## config.mk

```make
export PLATFORM = sky130hd
export DESIGN_NAME = al_time_entry
export DESIGN_NICKNAME = d
export VERILOG_FILES = /design/src/rtl/al_clock_pkg.sv /design/src/rtl/al_key_shift_reg.sv /design/src/rtl/al_time_entry.sv
export SDC_FILE = /design/constraint.sdc
export NUM_CORES = 1
export LEC_CHECK = 0
export ABC_AREA = 1
export ABC_CLOCK_PERIOD_IN_PS = 1610
export CAP_MARGIN = 20
export CORE_ASPECT_RATIO = 0.7
export CORE_UTILIZATION = 44
export DETAILED_ROUTE_END_ITERATION = 8
export PLACE_DENSITY_LB_ADDON = 0.2
export SETUP_SLACK_MARGIN = 0.2
export SLEW_MARGIN = 20
export SYNTH_ARGS = -nofsm -noshare
export SYNTH_HDL_FRONTEND = slang
export SYNTH_SLANG_ARGS = --single-unit
```

## constraint.sdc

```tcl
create_clock -name clk -period 1.61 [get_ports clk]
set_clock_uncertainty 0.05 [all_clocks]
set_input_delay 0.2415 -clock clk [delete_from_list [all_inputs] [get_ports clk]]
set_output_delay 0.2415 -clock clk [all_outputs]
set_load 0.01 [all_outputs]
```

## src/rtl/al_clock_pkg.sv

```systemverilog
// Shared alarm-clock types: BCD digit/time, state encoding and the 24-hour
// legality check used on commit.
package al_clock_pkg;

   typedef logic [3:0] bcd_digit_t;

   typedef struct packed {
      bcd_digit_t ms_hour;
      bcd_digit_t ls_hour;
      bcd_digit_t ms_min;
      bcd_digit_t ls_min;
   } bcd_time_t;

   typedef enum logic [1:0] {IDLE, ENTRY, COMMIT_T, COMMIT_A} te_state_t;

   localparam int DEF_TIMEOUT_SECS = 10;

   // Unentered leading digits are zero, so a partial entry checks naturally.
   function automatic logic is_valid_time(input bcd_time_t t);
      logic hour_ok;
      hour_ok = (t.ms_hour <= 4'd2) &&
                (t.ls_hour <= ((t.ms_hour == 4'd2) ? 4'd3 : 4'd9));
      is_valid_time = hour_ok && (t.ms_min <= 4'd5) && (t.ls_min <= 4'd9);
   endfunction

endpackage

```

## src/rtl/al_key_shift_reg.sv

```systemverilog
// Four-digit BCD shift buffer. Clear together with shift loads a lone digit,
// which is how a fresh entry starts.
module al_key_shift_reg (
   input  logic        clk,
   input  logic        shift_en,
   input  logic [3:0]  digit,
   input  logic        clear,
   output logic [15:0] key_buffer
);

   always_ff @(posedge clk) begin
      if (shift_en)
         key_buffer <= {(clear ? 12'h000 : key_buffer[11:0]), digit};
      else if (clear)
         key_buffer <= 16'h0000;
   end

endmodule

```

## src/rtl/al_time_entry.sv

```systemverilog
// Keypad time-entry controller: collects digits, validates on a button press
// and drives the time/alarm load strobes with the committed BCD value.
module al_time_entry
   import al_clock_pkg::*;
#(
   parameter int TIMEOUT_SECS = DEF_TIMEOUT_SECS
) (
   input  logic        clk,
   input  logic        reset,
   input  logic        one_second,
   input  logic [3:0]  key,
   input  logic        key_valid,
   input  logic        time_button,
   input  logic        alarm_button,
   output logic [15:0] key_buffer,
   output logic        show_keyboard,
   output logic [15:0] time_out,
   output logic        load_new_time,
   output logic        load_new_alarm,
   output logic        entry_error
);

   localparam int CW = $clog2(TIMEOUT_SECS + 1);

   te_state_t      state, nxt;
   logic [CW-1:0]  cnt;
   logic           legal_key, btn, buf_ok, expire;
   logic           shift_en, clr_buf, err;

   assign legal_key = key_valid && (key <= 4'd9);
   assign btn       = time_button || alarm_button;
   assign buf_ok    = is_valid_time(key_buffer);
   assign expire    = one_second && (cnt == CW'(TIMEOUT_SECS - 1));

   always_ff @(posedge clk) begin
      if (!reset) state <= IDLE;
      else        state <= nxt;
   end

   // Priority inside ENTRY: buttons (time first), then keys, then timeout.
   always_comb begin
      nxt = state;
      case (state)
         IDLE:     if (legal_key) nxt = ENTRY;
         ENTRY: begin
            if (time_button)       nxt = buf_ok ? COMMIT_T : ENTRY;
            else if (alarm_button) nxt = buf_ok ? COMMIT_A : ENTRY;
            else if (legal_key)    nxt = ENTRY;
            else if (expire)       nxt = IDLE;
         end
         default:  nxt = IDLE;
      endcase
   end

   always_comb begin
      shift_en = 1'b0;
      clr_buf  = 1'b0;
      err      = 1'b0;
      case (state)
         IDLE: begin
            shift_en = legal_key;
            clr_buf  = 1'b1;
         end
         ENTRY: begin
            shift_en = legal_key && !btn;
            clr_buf  = (nxt == IDLE);
            err      = btn && !buf_ok;
         end
         default: clr_buf = 1'b1;
      endcase
   end

   al_key_shift_reg u_shift (
      .clk        (clk),
      .shift_en   (reset && shift_en),
      .digit      (key),
      .clear      (!reset || clr_buf),
      .key_buffer (key_buffer)
   );

   always_ff @(posedge clk) begin
      if (!reset) begin
         time_out       <= 16'h0000;
         load_new_time  <= 1'b0;
         load_new_alarm <= 1'b0;
         entry_error    <= 1'b0;
         show_keyboard  <= 1'b0;
         cnt            <= '0;
      end else begin
         load_new_time  <= (nxt == COMMIT_T);
         load_new_alarm <= (nxt == COMMIT_A);
         entry_error    <= err;
         show_keyboard  <= (nxt == ENTRY);
         if (nxt == COMMIT_T || nxt == COMMIT_A)
            time_out <= key_buffer;
         if (state != ENTRY || nxt != ENTRY || legal_key || btn)
            cnt <= '0;
         else if (one_second)
            cnt <= cnt + 1'b1;
      end
   end

endmodule

```

# == Yosys cells after proc, flatten, opt, wreduce, memory -nomap -nowiden ==
# Cells that the tools add are included.
# op_classes
n_addsub,1
magnitude_cmp,5
n_eq_ne,8
muxes,14
bitwise,1
n_reduce_logical,22
# op_table
operator,count
2-to-1 mux 16 bit,2
2-to-1 mux 2 bit,7
2-to-1 mux 12 bit,1
"less-or-equal comparator 4 bit, second input constant",2
logical AND 1 bit,8
logical OR 1 bit,6
"adder 4 x 1 -> 4 bit, second input constant",1
"== test 2 x 1 -> 1 bit, second input constant",2
"== test 2 bit, second input constant",2
"== test 4 x 2 -> 1 bit, second input constant",1
"== test 4 bit, second input constant",1
"less-or-equal comparator 4 x 2 -> 1 bit, second input constant",1
"less-or-equal comparator 4 x 3 -> 1 bit, second input constant",1
less-or-equal comparator 4 bit,1
logical NOT 2 bit,2
2-to-1 mux 4 bit,1
"!= test 2 x 1 -> 1 bit, second input constant",2
case mux 2 bit (2 select lines),1
logical NOT 1 bit,3
case mux 1 bit (2 select lines),1
AND reduction 2 bit,1
nonzero test 2 bit,1
OR reduction 2 bit,1
2-to-1 mux 1 bit,1
inverter 1 bit,1
# totals
reg_bits,42
inputBits,10
output_inout_bits,36
wordCells,59

# == Logic depth before layout (Yosys ltp) ==
# Gate-level depths: netlist of the first run.
# logic_depth
ltp_word,15
mapped_depth,13
depth_no_buf,12

# == Hierarchy ==
# Synthesis of the first run repeated with hierarchy kept, for this count alone.
# hier_totals
hier_cells,224
hier_area_um2,1999.4
# by_module_without_submodules
module,n_inst,cells_per_inst,area_per_inst_um2
al_time_entry,1,172,1341.3
al_key_shift_reg,1,52,658.1

# == Worst setup path after synthesis of the first run ==
# No wires, ideal clock.
# synth_path
path_type,reg2reg
start,register u_shift.key_buffer[15]
end,register time_out[1]
t_arrival_ps,1627
path_slack_ps,-182
path_stages_with_launch,14
period_less_slack_ps,1792
cell_sequence,edfxtp_1 > nor2_1 > nand3_1 > inv_1 > ha_1 > o21ai_0 > nand2_1 > nand2_1 > nand2_1 > nand2_2 > buf_6 > nand4_1 > nand2_1 > nor2_1
# synth_via
elab_chain_len,12
# synth_lines
item,line_no,rtl
start: declaration,al_key_shift_reg.sv:8,output logic [15:0] key_buffer
start signal: assignment,al_key_shift_reg.sv:13,"key_buffer <= {(clear ? 12'h000 : key_buffer[11:0]), digit};"
== test 4 x 2 -> 1 bit,al_clock_pkg.sv:22,(t.ls_hour <= ((t.ms_hour == 4'd2) ? 4'd3 : 4'd9));
2-to-1 mux 4 bit,al_clock_pkg.sv:22,
less-or-equal comparator 4 bit,al_clock_pkg.sv:22,
logical AND 1 bit *,al_clock_pkg.sv:21,hour_ok = (t.ms_hour <= 4'd2) &&
logical AND 1 bit * (2 in series),al_clock_pkg.sv:23,is_valid_time = hour_ok && (t.ms_min <= 4'd5) && (t.ls_min <= 4'd9);
2-to-1 mux 2 bit (2 in series),al_time_entry.sv:47,else if (alarm_button) nxt = buf_ok ? COMMIT_A : ENTRY;
2-to-1 mux 2 bit *,al_time_entry.sv:46,if (time_button) nxt = buf_ok ? COMMIT_T : ENTRY;
case mux 2 bit (2 select lines) *,al_time_entry.sv:43,case (state)
== test 2 bit,al_time_entry.sv:94,if (nxt == COMMIT_T || nxt == COMMIT_A)
logical OR 1 bit *,al_time_entry.sv:94,
end signal: assignment,al_time_entry.sv:95,time_out <= key_buffer;
end: declaration,al_time_entry.sv:17,"output logic [15:0] time_out,"
# Every way passes the cells marked *; elsewhere a longest branch is shown, timed or not.
# A chain may end at the register's enable or synchronous reset.

# == Worst setup path after layout of the first run ==
# layout_path
start,register u_shift.key_buffer[15]
end,register time_out[10]
# The elaborated chain is that of the path after synthesis.

==> impl_metrics.py, run 1 <==
metrics = {
    "run_status": {
        "violations": "setup timing",
        "run_status": "finished, violations left",
    },
    "sta": {
        "worst_pin_slew_ns": 0.2931,
        "timing.hold.ws_ns": 0.3452,
        "rsz0062_at_grt": "true",
        "slew_headroom_pct": 80.45,
        "max_freq_mhz": 544.9,
        "min_period_ns": 1.835,
        "final.setup.worst_slack_ns": -0.2250,
        "slew_viol_final": 0,
        "fin_crit_sh_pct": 114.0,
        "hold_viol": 0,
        "setup_viol": 26,
    },
    "routing": {
        "vias_per_cell": 4.887,
        "postRouteAntennaNets": 0,
        "wirelength_mm": 4.749,
        "drt_first_iter_violations": 59,
        "vias": 1730,
        "drc_errors": 0,
        "drtPass1Iterations": 5,
        "wl_per_cell_um": 13.42,
    },
    "die": {
        "die_height_um": 56.83,
        "die_x_um": 80.32,
        "dieArea_mm2": 0.004564,
        "placementRows": 19,
        "ios": 46,
        "start_util_pct": 47.03,
        "core_area_mm2": 0.004018,
    },
    "clocking": {
        "clock-sinks": 42,
        "clock_latency_ns": 0.29,
        "numCtsBuffers": 5,
        "ctsLongestPathBuffers": 2,
        "cts.clk_slew.worst_paths_ns": 0.08,
        "cts_tree": "built",
        "htreeDepth": 2,
        "root_buffer": "clkbuf_8",
    },
    "yosys": {
        "async_flop_share_pct": 0,
        "netlist_instances": 212,
        "ys_types": 26,
        "post_synth_instance_area_mm2": 0.001889,
        "yosysWarnings": 0,
        "synth_area_leaders": "dfxtp_1 (28%), edfxtp_1 (25%), inv_1 (6.0%)",
        "seq_area_frac_synth_pct": 52.98,
        "syn_nets": 226,
        "synth_top_area_share_pct": 27.55,
        "ys_top_cells_by_count": "inv_1 (30), nor2_1 (29), dfxtp_1 (26), nand2_1 (26), edfxtp_1 (16)",
        "syn-mean-instance-area_um2": 8.912,
        "ys_ff_latch": 42,
        "yosysTopAreaCell": "dfxtp_1",
        "synth_ff_type": "dfxtp_1",
        "synth_edf_count": 16,
        "yosysMostFrequentCell": "inv_1",
    },
    "placed_design": {
        "io_buffers": 45,
        "place_ws_ns": -0.2600,
        "place_inst": 332,
        "hpwl_mm": 3.120,
        "place_congestion": 0.7894,
    },
    "layout": {
        "multi_input_area_um2": 870.8,
        "num_antenna_cells": 0,
        "final_util_pct": 74.43,
        "nets": 315,
        "drive_gt1_share_pct": 35.76,
        "final.fill_count": 311,
        "final-seq-area_mm2": 0.001003,
        "syn_to_final_growth_pct": 58.28,
        "stdcell_count": 354,
    },
    "setup_path": {
        "path_cells": "nor2_2 > nand3_2 > inv_2 > ha_4 > o21ai_2 > nand2_1 > nand2_2 > nand2_2 > nand2_4 > buf_6 > nand4_1 > nand2_1 > nor2_1",
        "cp_slowest_cell": "edfxtp_1",
        "worst_ep_arrival_time_ns": 1.98,
        "crit_required_ns": 1.75,
        "cp-start-kind": "register",
        "slowest_delay_ns": 0.41,
        "crit_type": "register to register",
        "cp_max_fo": 7,
        "end_kind": "register",
    },
    "power": {
        "clkPwrFrac_pct": 31.8,
        "peakVddDrop_mv": 0.6051,
        "pwr-share-comb_pct": 21.0,
        "switching_power_w": 0.0006637,
        "power.density_mw_per_mm2": 840.6,
        "pwr-share-seq_pct": 47.3,
        "netSwitchingFraction_pct": 26.40,
        "power.internal_w": 0.001850,
        "totalPowerFinal_w": 0.002514,
        "p_leak_nw": 1.419,
    },
    "grt": {
        "grt_usage_pct": 22.62,
        "grt_pass1_wl_mm": 7.631,
        "grt_pass1_vias": 1656,
        "overflow": 0,
        "antenna_found_initial": 0,
        "grt_max_degree": 19,
    },
    "job": {
        "maxCapViolCount": 0,
    },
    "min_path": {
        "hold_path_class": "input port to register",
    },
}
==> cells in the final DEF, fill, tap and decap left out, drive strengths merged, types with 5 or more instances in the layout <==
| cell type | netlist | layout |
|---|---|---|
| o21ai | 5 | 5 |
| nor2 | 43 | 43 |
| inv | 33 | 33 |
| buf | 7 | 46 |
| nand4 | 15 | 15 |
| clkbuf | 1 | 11 |
| dfxtp | 26 | 26 |
| dlygate4sd2 | 0 | 31 |
| edfxtp | 16 | 16 |
| nand2 | 30 | 30 |
| a21oi | 15 | 15 |
| nand3 | 9 | 9 |
| clkdlybuf4s50 | 0 | 5 |
==> worst max-delay path: cells and delay by family, from the launching register on <==
family          cells  cell delay [ns]
compound gates      1             0.05
buf+inv             2             0.21
fa+ha+maj           1             0.20
simple gates        9             0.81
flops               1             0.41
==> stage by stage <==
stage / instance area [um^2] / TNS [ns]
4_1_cts: 2870 / -5.722
5_1_grt: 2990 / -7.962
2_1_floorplan: 1914 / -2.191
3_3_place_gp: 2621 / -8.268
3_5_place_dp: 2621 / -10.37
6_report: 2990 / -4.725
==> flip-flops by register name, summed over array words and instances, names as in the netlist <==
name and flops:
load_new_alarm 1, state 2, entry_error 1, load_new_time 1, u_shift.key_buffer 16, cnt 4, show_keyboard 1, time_out 16
==> layout make-up <==
class / count / area share [%]
repair buffers: 89 / 27.28
well taps: 52 / 2.176
inverters: 33 / 4.142
flip-flops and latches: 42 / 33.56
multi-input cells: 130 / 29.12
clock buffers: 8 / 3.724
==> layer usage <==
metal  global-route usage [%]  routed length [um]
met1                    28.69                2160
met2                    38.10                2362
met4                    4.337                  30
met3                    6.992                 196
met5                        0                   0
==> path summary, 6_finish.rpt <==
check / start / slack [ns] / cells after the start / to
worst max register to register: u_shift.key_buffer[15] / -0.23 / 13 / time_out[10]
worst max-delay path: u_shift.key_buffer[15] / -0.23 / 13 / time_out[10]
worst min-delay path: key[1] / 0.35 / 3 / u_shift.key_buffer[1]
worst min register to register: time_out[15] / 0.41 / 2 / time_out[15]
==> power groups by stage <==
stage               Combinational [W]  Clock, W  Sequential [W]
floorplan                    0.000207         0         0.00123
global placement             0.000457         0         0.00121
detailed placement           0.000464         0         0.00121
CTS                          0.000479  0.000813         0.00118
global route                 0.000571  0.000866         0.00119
finish                       0.000527  0.000799         0.00119
==> logic make-up after synthesis <==
kind of cell,count (synthesis),share of synthesized area (%)
xor gates and xnor gates,3,1.391
AOI/OAI and AO/OA,21,6.689
DFF,42,52.98
adders and majority gates,4,2.649
and+or+nand+nor,101,26.42
buffers and inverters,41,9.867
==> what timing repair did <==
action,in CTS,in global routing
hold buffers,0,0
setup buffers,9,3
pin swaps,8,10
gates cloned,2,0
endpoints found under the setup margin,90,61
gates resized for setup,67,35
Power figures use the tool's default switching activity.
==> run 2: changes to the inputs <==
--- a/config.mk
+++ b/config.mk
@@ -12,7 +12,8 @@
 export CORE_UTILIZATION = 44
 export DETAILED_ROUTE_END_ITERATION = 8
 export PLACE_DENSITY_LB_ADDON = 0.2
-export SETUP_SLACK_MARGIN = 0.2
+export RECOVER_POWER = 50
+export SETUP_SLACK_MARGIN = 0.1
 export SLEW_MARGIN = 20
 export SYNTH_ARGS = -nofsm -noshare
 export SYNTH_HDL_FRONTEND = slang
==> run 2 against run 1 <==
Net effect: the run still ends with setup timing left; setup slack got worse by 0.060 ns; via count fell by 2.5%; die area did not move; global-route usage fell by 3.3 points; register-to-register slack got worse by 0.06 ns; critical path type unchanged; flip-flop and latch count did not move; sequential share of layout area rose by 0.40 points; final cell count fell by 2.8%.
==> impl_metrics.py, run 2 (synthesis gave the netlist of run 1 again) <==
metrics = {
    "clocking": {
        "htreeDepth": 2,
        "clock_latency_ns": 0.29,
        "cts_tree": "built",
        "ctsLongestPathBuffers": 2,
        "cts_hold_buf": 0,
        "numCtsBuffers": 5,
        "root_buffer": "clkbuf_8",
        "clock-sinks": 42,
        "cts.clk_slew.worst_paths_ns": 0.08,
    },
    "sta": {
        "slew_viol_final": 0,
        "setup_viol": 31,
        "max_freq_mhz": 527.7,
        "hold_viol": 0,
        "fin_crit_sh_pct": 117.7,
        "worst_pin_slew_ns": 0.3588,
        "rsz0062_at_grt": "true",
        "min_period_ns": 1.895,
        "setup_tns_ns": -6.042,
        "slew_headroom_pct": 76.08,
        "final.setup.worst_slack_ns": -0.2850,
        "timing.hold.ws_ns": 0.2509,
    },
    "die": {
        "ios": 46,
        "die_height_um": 56.83,
        "core_area_mm2": 0.004018,
        "start_util_pct": 47.03,
        "placementRows": 19,
        "dieArea_mm2": 0.004564,
        "die_x_um": 80.32,
    },
    "power": {
        "clkPwrFrac_pct": 34.3,
        "netSwitchingFraction_pct": 25.22,
        "peakVddDrop_mv": 0.4910,
        "pwr-share-seq_pct": 45.7,
        "power.density_mw_per_mm2": 881.6,
        "switching_power_w": 0.0006571,
        "power.internal_w": 0.001948,
        "p_leak_nw": 1.310,
        "pwr-share-comb_pct": 20.1,
    },
    "setup_path": {
        "crit_type": "register to register",
        "cp_max_fo": 7,
        "worstRegToRegCells": 11,
        "crit_required_ns": 1.75,
        "timing.rr.end": "time_out[10]",
        "cp-start-kind": "register",
        "reg2reg_slack_ns": -0.29,
        "r2r_start": "u_shift.key_buffer[15]",
        "end_kind": "register",
        "worst_ep_arrival_time_ns": 2.03,
    },
    "routing": {
        "wirelength_mm": 4.562,
        "wl_per_cell_um": 13.26,
        "drtPass1Iterations": 4,
        "postRouteAntennaNets": 0,
        "vias_per_cell": 4.901,
        "vias": 1686,
        "drc_errors": 0,
        "drt_first_iter_violations": 66,
    },
    "placed_design": {
        "hpwl_mm": 2.936,
        "postPlaceCellArea_mm2": 0.002610,
        "io_buffers": 45,
        "place_inst": 329,
        "place_congestion": 0.7735,
    },
    "grt": {
        "grt_max_degree": 19,
        "grt_pass1_vias": 1535,
        "overflow": 0,
        "busiest_layer": "met2",
        "grt_use_met3_pct": 4.878,
        "grtUsageMet2_pct": 32.36,
        "antenna_found_initial": 0,
        "grt_pass1_wl_mm": 6.644,
        "grt_usage_pct": 19.32,
        "met1_usage_pct": 24.28,
    },
    "min_path": {
        "min_to": "u_shift.key_buffer[2]",
        "hold_path_class": "input port to register",
        "hp-start": "key[2]",
        "min_delay_path_depth": 3,
    },
    "layout": {
        "final_util_pct": 73.56,
        "num_antenna_cells": 0,
        "mostFrequentLayoutCells": "inv_1 (27), nor2_1 (25), buf_4 (25)",
        "largest_registers": "time_out: 16 flops, u_shift.key_buffer: 16 flops, cnt: 4 flops",
        "drive_gt1_share_pct": 31.85,
        "syn_to_final_growth_pct": 56.42,
        "final_area_mm2": 0.002955,
        "nets": 305,
        "stdcell_count": 344,
        "final.fill_count": 303,
        "layout_commonest_cell": "inv_1",
    },
    "run_status": {
        "run_status": "finished, violations left",
        "violations": "setup timing",
    },
    "job": {
        "maxCapViolCount": 0,
    },
}
run 2: stage by stage:
step,power [W],setup WS (ns)
2_1_floorplan,0.001441,-0.1457
3_3_place_gp,0.001664,-0.2455
5_1_grt,0.002723,-0.4180
3_5_place_dp,0.001669,-0.2984
6_report,0.002605,-0.2850
4_1_cts,0.002578,-0.2441
run 2: how the worst max path moves through the flow:
stage / start / end / slack, ns / depth (start not counted)
floorplan: u_shift.key_buffer[15] / time_out[1] / -0.15 / 13
global placement: u_shift.key_buffer[15] / cnt[2] / -0.25 / 13
detailed placement: u_shift.key_buffer[15] / cnt[0] / -0.30 / 13
CTS: u_shift.key_buffer[15] / time_out[8] / -0.24 / 10
global route: u_shift.key_buffer[15] / time_out[4] / -0.42 / 11
finish: u_shift.key_buffer[15] / time_out[10] / -0.29 / 11
run 2: metal layers:
layer / vias up / wire length [um]
met3: 11 / 224
met2: 57 / 2227
met4: 0 / 81
met1: 765 / 2029
li1: 853 / -
met5: - / 0
run 2: power by group through the flow:
stage	Clock, W	Combinational, W	Sequential (W)
2_1_floorplan	0	0.000206	0.00123
3_3_place_gp	0	0.000452	0.00121
3_5_place_dp	0	0.000458	0.00121
4_1_cts	0.000913	0.000477	0.00119
5_1_grt	0.000961	0.000566	0.00120
6_report	0.000893	0.000523	0.00119
run 2: cell type report:
class	count	area [um^2]	area share, %
sequential	42	1003	33.95
multi-input combinational	130	853.3	28.87
timing repair buffer	79	772.0	26.12
clock buffer	8	132.6	4.488
inverter	33	128.9	4.361
tap	52	65.06	2.202
run 2: worst max-delay path: stages, from the launching register on:
cell       delay [ns]
edfxtp_1         0.41
nor2_2           0.15
nand3_2          0.10
ha_1             0.30
nand4_1          0.10
nand2_2          0.12
nand2_2          0.08
nand2_4          0.14
clkbuf_16        0.16
nand4_1          0.08
nand2_1          0.07
nor2_1           0.04
run 2: repair_timing:
action                     in CTS  in global routing
gates cloned                    0                  3
resized for setup              23                 38
setup buffers                   3                  1
setup endpoints to repair      52                 66
pin swaps                       9                 11
==> run 3: changes to the inputs <==
--- a/config.mk
+++ b/config.mk
@@ -6,15 +6,15 @@
 export NUM_CORES = 1
 export LEC_CHECK = 0
 export ABC_AREA = 1
-export ABC_CLOCK_PERIOD_IN_PS = 1610
 export CAP_MARGIN = 20
 export CORE_ASPECT_RATIO = 0.7
 export CORE_UTILIZATION = 44
+export CTS_CLUSTER_SIZE = 14
 export DETAILED_ROUTE_END_ITERATION = 8
 export PLACE_DENSITY_LB_ADDON = 0.2
 export RECOVER_POWER = 50
 export SETUP_SLACK_MARGIN = 0.1
-export SLEW_MARGIN = 20
+export SLEW_MARGIN = 30
 export SYNTH_ARGS = -nofsm -noshare
 export SYNTH_HDL_FRONTEND = slang
 export SYNTH_SLANG_ARGS = --single-unit
==> results of run 3 <==
Final layout, timing and power as in run 2 (identical DEF).
